==> src/rtl/multicycle_control_pkg.sv <==
// Shared definitions for the multi-cycle sequencer of the 16-bit RISC datapath.
// Contents:
//   state_t      - sequencer state encoding (IDLE..HALT = 0..7, visible on the state port)
//   OP_*         - opcode values carried in IR[15:12]
//   ALU_*        - ALU control codes driven on alu_ctrl
//   is_mem_state - true for the states that hold the shared memory port
package multicycle_control_pkg;

    typedef enum logic [2:0] {
        S_IDLE   = 3'd0,
        S_FETCH  = 3'd1,
        S_DECODE = 3'd2,
        S_EXEC   = 3'd3,
        S_MEM    = 3'd4,
        S_WB     = 3'd5,
        S_BRANCH = 3'd6,
        S_HALT   = 3'd7
    } state_t;

    localparam logic [3:0] OP_ADD  = 4'b0000;
    localparam logic [3:0] OP_SUB  = 4'b0001;
    localparam logic [3:0] OP_AND  = 4'b0010;
    localparam logic [3:0] OP_OR   = 4'b0011;
    localparam logic [3:0] OP_ADDI = 4'b0100;
    localparam logic [3:0] OP_LW   = 4'b0101;
    localparam logic [3:0] OP_SW   = 4'b0110;
    localparam logic [3:0] OP_SLT  = 4'b0111;
    localparam logic [3:0] OP_BEQ  = 4'b1000;
    localparam logic [3:0] OP_BNE  = 4'b1001;

    localparam logic [2:0] ALU_AND = 3'b000;
    localparam logic [2:0] ALU_OR  = 3'b001;
    localparam logic [2:0] ALU_ADD = 3'b010;
    localparam logic [2:0] ALU_SUB = 3'b110;
    localparam logic [2:0] ALU_SLT = 3'b111;

    // FETCH and MEM are the only states that wait on mem_ready.
    function automatic logic is_mem_state(input state_t s);
        return (s == S_FETCH) || (s == S_MEM);
    endfunction

endpackage

==> src/rtl/multicycle_control_op_decode.sv <==
// op_decode: purely combinational opcode classifier.
// Ports:
//   op        in  4  opcode from IR[15:12]
//   is_rtype  out 1  add/sub/and/or/slt (write-back to rd)
//   is_addi   out 1  add immediate
//   is_lw     out 1  load word
//   is_sw     out 1  store word
//   is_beq    out 1  branch if equal
//   is_bne    out 1  branch if not equal
//   illegal   out 1  opcode 1010-1111
//   alu_ctrl  out 3  ALU operation used in EXEC (address arithmetic uses add)
module op_decode
    import multicycle_control_pkg::*;
(
    input  logic [3:0] op,
    output logic       is_rtype,
    output logic       is_addi,
    output logic       is_lw,
    output logic       is_sw,
    output logic       is_beq,
    output logic       is_bne,
    output logic       illegal,
    output logic [2:0] alu_ctrl
);

    always_comb begin
        is_rtype = 1'b0;
        is_addi  = 1'b0;
        is_lw    = 1'b0;
        is_sw    = 1'b0;
        is_beq   = 1'b0;
        is_bne   = 1'b0;
        illegal  = 1'b0;
        alu_ctrl = ALU_AND;
        case (op)
            OP_ADD:  begin is_rtype = 1'b1; alu_ctrl = ALU_ADD; end
            OP_SUB:  begin is_rtype = 1'b1; alu_ctrl = ALU_SUB; end
            OP_AND:  begin is_rtype = 1'b1; alu_ctrl = ALU_AND; end
            OP_OR:   begin is_rtype = 1'b1; alu_ctrl = ALU_OR;  end
            OP_SLT:  begin is_rtype = 1'b1; alu_ctrl = ALU_SLT; end
            OP_ADDI: begin is_addi  = 1'b1; alu_ctrl = ALU_ADD; end
            OP_LW:   begin is_lw    = 1'b1; alu_ctrl = ALU_ADD; end
            OP_SW:   begin is_sw    = 1'b1; alu_ctrl = ALU_ADD; end
            OP_BEQ:  begin is_beq   = 1'b1; alu_ctrl = ALU_SUB; end
            OP_BNE:  begin is_bne   = 1'b1; alu_ctrl = ALU_SUB; end
            default: illegal = 1'b1;
        endcase
    end

endmodule

==> src/rtl/multicycle_control.sv <==
// multicycle_control: multi-cycle sequencer for the 16-bit RISC datapath.
// Walks each instruction through FETCH/DECODE/EXEC/MEM/WB/BRANCH, sharing one
// memory port between instruction fetch and data access.
// Ports:
//   clk, rst (async, active-high)
//   run        in   start/continue fetching; looked at only on instruction boundaries
//   op         in   IR[15:12], stable from DECODE to end of instruction
//   zero       in   ALU zero flag (used in BRANCH)
//   mem_ready  in   memory completes the current access this cycle
//   mem_req, mem_we, iord, ir_write, pc_write, pc_src, alu_src, alu_ctrl,
//   reg_dst, mem_to_reg, reg_write   out  datapath strobes (combinational)
//   state      out  current state encoding
//   illegal    out  sticky undefined-opcode flag
//   timeout    out  sticky memory-wait fault flag
//   retired    out  completed-instruction counter (wraps)
module multicycle_control
    import multicycle_control_pkg::*;
#(
    parameter int CNT_W      = 16,
    parameter int WAIT_LIMIT = 255
) (
    input  logic             clk,
    input  logic             rst,
    input  logic             run,
    input  logic [3:0]       op,
    input  logic             zero,
    input  logic             mem_ready,
    output logic             mem_req,
    output logic             mem_we,
    output logic             iord,
    output logic             ir_write,
    output logic             pc_write,
    output logic             pc_src,
    output logic             alu_src,
    output logic [2:0]       alu_ctrl,
    output logic             reg_dst,
    output logic             mem_to_reg,
    output logic             reg_write,
    output logic [2:0]       state,
    output logic             illegal,
    output logic             timeout,
    output logic [CNT_W-1:0] retired
);

    localparam int WAIT_W = $clog2(WAIT_LIMIT + 1);

    state_t             state_reg;
    logic [WAIT_W-1:0]  wait_reg;
    logic [CNT_W-1:0]   retired_reg;
    logic               illegal_reg;
    logic               timeout_reg;

    logic       is_rtype, is_addi, is_lw, is_sw, is_beq, is_bne, dec_illegal;
    logic [2:0] dec_alu_ctrl;

    op_decode u_op_decode (
        .op       (op),
        .is_rtype (is_rtype),
        .is_addi  (is_addi),
        .is_lw    (is_lw),
        .is_sw    (is_sw),
        .is_beq   (is_beq),
        .is_bne   (is_bne),
        .illegal  (dec_illegal),
        .alu_ctrl (dec_alu_ctrl)
    );

    logic   waiting;
    logic   wait_hit;
    logic   retire;
    state_t after_retire;

    // wait_reg counts waiting cycles already seen, so the WAIT_LIMIT-th one
    // is the cycle where the count equals WAIT_LIMIT-1.
    assign waiting      = is_mem_state(state_reg) && !mem_ready;
    assign wait_hit     = waiting && (wait_reg == WAIT_W'(WAIT_LIMIT - 1));
    assign after_retire = run ? S_FETCH : S_IDLE;

    // Datapath strobes and the retire event.
    always_comb begin
        mem_req    = 1'b0;
        mem_we     = 1'b0;
        iord       = 1'b0;
        ir_write   = 1'b0;
        pc_write   = 1'b0;
        pc_src     = 1'b0;
        alu_src    = 1'b0;
        alu_ctrl   = ALU_AND;
        reg_dst    = 1'b0;
        mem_to_reg = 1'b0;
        reg_write  = 1'b0;
        retire     = 1'b0;
        case (state_reg)
            S_FETCH: begin
                mem_req = 1'b1;
                if (mem_ready) begin
                    ir_write = 1'b1;
                    pc_write = 1'b1;
                end
            end
            S_EXEC: begin
                alu_ctrl = dec_alu_ctrl;
                alu_src  = is_addi | is_lw | is_sw;
            end
            S_MEM: begin
                mem_req  = 1'b1;
                iord     = 1'b1;
                alu_ctrl = ALU_ADD;
                alu_src  = 1'b1;
                mem_we   = is_sw;
                retire   = mem_ready & is_sw;
            end
            S_WB: begin
                reg_write  = 1'b1;
                reg_dst    = is_rtype;
                mem_to_reg = is_lw;
                retire     = 1'b1;
            end
            S_BRANCH: begin
                alu_ctrl = ALU_SUB;
                pc_src   = 1'b1;
                pc_write = (is_beq & zero) | (is_bne & ~zero);
                retire   = 1'b1;
            end
            default: ;
        endcase
    end

    always_ff @(posedge clk or posedge rst) begin
        if (rst) begin
            state_reg   <= S_IDLE;
            wait_reg    <= '0;
            retired_reg <= '0;
            illegal_reg <= 1'b0;
            timeout_reg <= 1'b0;
        end else begin
            // Any exit from the waiting state (ready, fault) clears the count.
            if (waiting && !wait_hit)
                wait_reg <= wait_reg + 1'b1;
            else
                wait_reg <= '0;

            if (retire)
                retired_reg <= retired_reg + 1'b1;

            case (state_reg)
                S_IDLE: begin
                    if (run)
                        state_reg <= S_FETCH;
                end
                S_FETCH: begin
                    if (mem_ready) begin
                        state_reg <= S_DECODE;
                    end else if (wait_hit) begin
                        state_reg   <= S_HALT;
                        timeout_reg <= 1'b1;
                    end
                end
                S_DECODE: begin
                    if (dec_illegal) begin
                        state_reg   <= S_HALT;
                        illegal_reg <= 1'b1;
                    end else if (is_beq || is_bne) begin
                        state_reg <= S_BRANCH;
                    end else begin
                        state_reg <= S_EXEC;
                    end
                end
                S_EXEC: begin
                    state_reg <= (is_lw || is_sw) ? S_MEM : S_WB;
                end
                S_MEM: begin
                    if (mem_ready) begin
                        state_reg <= is_sw ? after_retire : S_WB;
                    end else if (wait_hit) begin
                        state_reg   <= S_HALT;
                        timeout_reg <= 1'b1;
                    end
                end
                S_WB:     state_reg <= after_retire;
                S_BRANCH: state_reg <= after_retire;
                S_HALT:   state_reg <= S_HALT;
                default:  state_reg <= S_IDLE;
            endcase
        end
    end

    assign state   = state_reg;
    assign illegal = illegal_reg;
    assign timeout = timeout_reg;
    assign retired = retired_reg;

endmodule

==> config.mk <==
export PLATFORM = sky130hd
export DESIGN_NAME = multicycle_control
export DESIGN_NICKNAME = d
export VERILOG_FILES = /design/src/rtl/multicycle_control_pkg.sv /design/src/rtl/multicycle_control_op_decode.sv /design/src/rtl/multicycle_control.sv
export SDC_FILE = /design/constraint.sdc
export NUM_CORES = 1
export LEC_CHECK = 0
export CAP_MARGIN = 20
export CORE_MARGIN = 10
export CORE_UTILIZATION = 48
export CTS_CLUSTER_SIZE = 30
export DETAILED_ROUTE_END_ITERATION = 6
export PLACE_DENSITY_LB_ADDON = 0.3
export REMOVE_ABC_BUFFERS = 1
export SYNTH_ARGS = -nofsm -noshare
export SYNTH_HDL_FRONTEND = slang
export SYNTH_SLANG_ARGS = --single-unit
==> constraint.sdc <==
create_clock -name clk -period 1.87 [get_ports clk]
set_input_delay 0.374 -clock clk [delete_from_list [all_inputs] [get_ports clk]]
set_output_delay 0.374 -clock clk [all_outputs]
set_load 0.1 [all_outputs]
Word level (Yosys, flattened, before mapping)
Cells that the tools add are included.
Word-level totals
  register bits: 29
  input port bits: 9
  word-level logic and storage cells: 83
  output and inout port bits: 34
Cells by class
  bitwise operators: 9
  reduce and logical (&&, ||, !) cells: 18
  muxes and demuxes: 31
  add/subtract/negate cells: 2
  equality and inequality tests: 18
Operators by type and width (number)
  $mux W3: 7
  $pmux W3 S7: 1
  $mux W1: 17
  $add A16 B1 Y16 const B: 1
  $eq A4 B3 Y1 const B: 4
  $eq A3 B3 Y1 const B: 4
  $pmux W3 S4: 1
  $reduce_or A10 Y1: 1
  $pmux W3 S3: 1
  $add A8 B1 Y8 const B: 1
  $eq A4 B2 Y1 const B: 2
  $eq A4 B4 Y1 const B: 2
  $eq A8 B8 Y1 const B: 1
  $mux W8: 1
  $eq A3 B2 Y1 const B: 2
  $pmux W1 S2: 3
  $reduce_or A5 Y1: 1
  $eq A4 B1 Y1 const B: 1
  $logic_not A4 Y1: 1
  $reduce_or A2 Y1: 2
  $reduce_or A4 Y1: 1
  $and A1 B1 Y1: 3
  $eq A3 B1 Y1 const B: 1
  $logic_and A1 B1 Y1: 3
  9 further kinds: 16

Longest topological paths before layout
  word-level depth: 7
  mapped depth: 6
  depth with buffers taken out: 6

By module
Synthesis repeated with hierarchy kept, for this count alone.
Unflattened totals
  cells, all modules: 176
  area total of the unflattened synthesis: 1734.2 um^2
Modules (own cells, without submodules)
  multicycle_control: times used 1, cells an instance 161, sequential area each 725.7 um^2, area each 1629.1 um^2
  op_decode: times used 1, cells an instance 15, sequential area each 0.0 um^2, area each 105.1 um^2

Least setup slack after synthesis
OpenSTA, ideal clock, no wires.
  path kind: flip-flop to output port
  from: reg state_reg[0] (netlist: state[0])
  to: out pc_write
  data arrival time: 4.484 ns
  slack: -2.988 ns
  stages on the path, launching flop included: 5
  buffers on the path: 1
  data required time: 1.496 ns
  cell sequence: dfrtp_1 buf_2 nand2b_1 nor3b_1 a41o_1
On the way
  cells in the longest elaborated chain, start to end: 2
  elaborated cells on any way between the ends: 3
  those cells by class: eq/ne: 2; mux: 1
RTL lines
  from (decl): RTL line multicycle_control.sv:47  | state_t state_reg;
  from (signal assigned): RTL line multicycle_control.sv:170  | state_reg <= (is_lw || is_sw) ? S_MEM : S_WB;
  from (signal assigned): RTL line multicycle_control.sv:174  | state_reg <= is_sw ? after_retire : S_WB;
  from (signal assigned): RTL line multicycle_control.sv:180  | S_WB: state_reg <= after_retire;
  $eq A3 B3 Y1 or $eq A3 B1 Y1 (tied branches): RTL line multicycle_control.sv:93  | case (state_reg)
  $pmux W1 S2 (*): RTL line multicycle_control.sv:93
  to (decl): RTL line multicycle_control.sv:32  | output logic pc_write,
Every way passes the cells marked *; elsewhere a longest branch is shown, timed or not.

Final worst setup path
Ends and elaborated chain as after synthesis.

==> results.md <==
* Outcome: finished with violations
* Violated checks: setup timing
* Share of the synthesized area in the top cell type at between 40% and 50%
* Met2 WL post-DR at between 3000 and 4000 um
* Drt first-iter violations at between 200 and 250
* Wire per inst at 21.6 um
* Row count at 21
* Crit share post-route at 107%
* Power share of the sequential group at a little under a fifth
* Least-Margin Pin Slew at 0.540 ns
* Detailed Routing Iterations Pass 1 at 4
* Setup-failing EPs final at 12
* Initial antenna violation count at 0
* CTS max path bufs at 2
* Routed vias at around 1800
* Die Width at around 79 um
* Crit path DAT at ~1.6 ns
* Fmax at approximately 0.5 GHz
* Die H at 78.7 um
* Final max-slew violation count at 0
* Layout cell share with drive strength beyond 1 at between 40 and 50%
* Cell Area, Synth at between 1500 and 2000 um2
* Final WS setup at -0.135 ns
* Largest fanout on the critical path at 7
* Sequential share of the synthesized area at 43.8%
* P_int at 2.40 mW
* Detailed placement HPWL at between 3000 and 4000 um
* Hold Vio Cnt, Final at 0
* Worst slack, placed at -0.322 ns
* Worst-Skew Late Latency at around 0.34 ns
* Ys Warns at 0
* Hold-fix buffers, CTS at 0
* Multi-input gate area at 992 um2
* IO Pins at 43
* Core footprint at around 3300 um2
* Largest net degree at the start of global routing at 20
* Antenna Cells at 0
* Clk pwr share at about a tenth
* Placed insts at roughly 280
* Residual DRC at 0
* Finished Layout Cells at slightly below 300
* Vias/cell at 5.98
* Routed Antenna Nets at 0
* Largest cells by area after synthesis: dfrtp_1, xor2_1, xnor2_1, nor3_2, nor2_1
* Period minus WS final at about 2.0 ns
* GPL Wtd Cong at between 0.8 and 0.9
* Number of global-route vias before repair at 1853
* Overall global routing resource usage at a little under a fifth
* Clk sinks at 29
* Clock Root Buffer: clkbuf_4
* DIE AREA at roughly 6200 um2
* EDFF count, synth at 0
* Fin nets at approximately 260
* Area leader, netlist: dfrtp_1
* CP Cell Sequence: nand2b_4, nor2_2, a41o_1, buf_12
* Remaining Overflow, GRT at 0
* CP Capture Type: primary output
* CTS Buf Count at 5
* Hold Path Class: in2async
* Slowest stage cell, crit path: dfrtp_2
* Uppermost layer routed: met4
* CTS tree: built
* Metal1 wirelength at about 2400 um
* Synth unique cells at 41
* Initial Utilization at about 50%
* First-pass GRT wire length at between 9000 and 10000 um
* FF+latch count, synth at 29
* RSZ-0062 raised after global routing: yes
* Combinational group share of total power at between 70% and 80%
* Kind of critical path: reg2out
* Post-synthesis area per instance at 9.69 um2
* NetSw at between 2 and 3 mW
* Area delta synth->final at 78.9%
* Worst vdd ir at between 1500 and 2000 uV
* Switching share of power at 53.2%
* Leakage at approximately 1.4 nW
* Mapped Cells at between 150 and 200
* Clock transition at path regs at around 0.1 ns
* Htree depth at 2
* Clock skew at ~0.015 ns
* Max reg flops at 16
* Max incr delay on CP at slightly above 0.5 ns
* CP required at 1.50 ns
* WL met3 at around 570 um
* Most numerous cell in the Yosys netlist: dfrtp_1
* Final-layout fill cell count at approximately 130
* R2r setup slk at ~0.050 ns
* Synth top cells by count: dfrtp_1, xor2_1, nor2_1
* Worst r2r src: state[0]$_DFFE_PP0P_
* Power Density at 1730 nW/um2
* Top FF cell, synth: dfrtp_1
* Crit start category: flop
* Max Cap Viol at 0
* Routed Wire Length at approximately 6400 um
* Reg area at between 700 and 800 um2
* Asr flop ratio synth at between 90% and 100%
* Util after Layout at between 80% and 90%
* Rel. slew slack at a little under two thirds
* Worst R2R Path Depth at 6
* R2R Path End: retired[5]$_DFFE_PP0P_
* # port buffers at 42
## power by group through the flow
stage	Combinational, mW	Sequential [mW]	Clock (mW)
finish	3.62	0.970	0.550
global route	3.74	0.985	0.581
CTS	3.40	0.950	0.552
detailed placement	3.13	0.956	0
global placement	3.07	0.937	0
floorplan	1.16	1.62	0
## cells by family after synthesis
logic type                 share of synthesized area, %
buffers and inverters                              5.36
adders and majority gates                          2.27
DFF                                                43.8
muxes                                             0.680
xor gates and xnor gates                           12.7
and+or+nand+nor                                    24.5
AOI/OAI and AO/OA                                  10.7
## how the worst max path moves through the flow
stage                         start  slack, ns          end
2_1_floorplan  state[0]$_DFFE_PP0P_      -2.96     pc_write
3_3_place_gp                  op[0]      -0.28  alu_ctrl[2]
3_5_place_dp                  op[0]      -0.32  alu_ctrl[2]
4_1_cts        state[2]$_DFFE_PP0P_      -0.08   mem_to_reg
5_1_grt        state[0]$_DFFE_PP0P_      -0.19     pc_write
6_report       state[0]$_DFFE_PP0P_      -0.13     pc_write
## layout make-up
| type | instances | area share (%) |
|---|---|---|
| flip-flops and latches | 29 | 24.6 |
| repair buffers | 80 | 35.5 |
| well taps | 46 | 1.94 |
| multi-input cells | 122 | 33.5 |
| clock buffers | 7 | 1.86 |
| clock inverters | 1 | 1.01 |
| inverters | 12 | 1.60 |
## per-layer routing
metal | vias to the layer above | track usage (%)
met1 | 897 | 19.8
met5 | - | 0
li1 | 751 | -
met2 | 111 | 33.8
met4 | 0 | 8.24
met3 | 18 | 7.09
## cells in the final DEF (no fill, tap or decap), drive strengths merged, types with 2 or more instances in the layout
cell           synthesis  routed
a21oi                  4       4
inv                   12      12
clkdlybuf4s50          0       4
nand2                 13      13
nor2                  16      16
dfrtp                 29      29
and2                   2       2
nand2b                 4       4
dlygate4sd2            0       2
nor4                   5       5
and4                   3       3
nor3                   9       9
and3                   3       3
nor3b                  3       3
nor2b                  2       2
xnor2                  7       7
xor2                  17      17
o31ai                  2       2
buf                    6      72
o21ai                  4       4
nand3                  9       9
clkbuf                 2       9
ha                     3       3
## per-stage QoR
stage	TNS, ns	area (um2)	total power [mW]	hold WS (ns)
final	-0.857	2960	5.14	0.347
after global routing	-1.36	2960	5.30	0.401
after CTS	-0.253	2880	4.90	0.362
after detailed placement	-5.13	2650	4.08	0.509
after global placement	-3.70	2650	4.01	0.499
after floorplan	-47.53	1610	2.78	0.452
## timing repair
action                                  4_1_cts  5_1_grt
buffers inserted                              7        4
endpoints found under the setup margin       12       13
resized for setup                            29       15
pin swaps                                     5        5
## critical path, delay by kind of cell (launching register included)
| kind | cells | cell delay (ns) |
|---|---|---|
| DFF | 1 | 0.51 |
| and+or+nand+nor | 2 | 0.35 |
| AOI/OAI and AO/OA | 1 | 0.23 |
| buffers and inverters | 1 | 0.19 |
No activity file was read; power rests on OpenSTA's default activity.
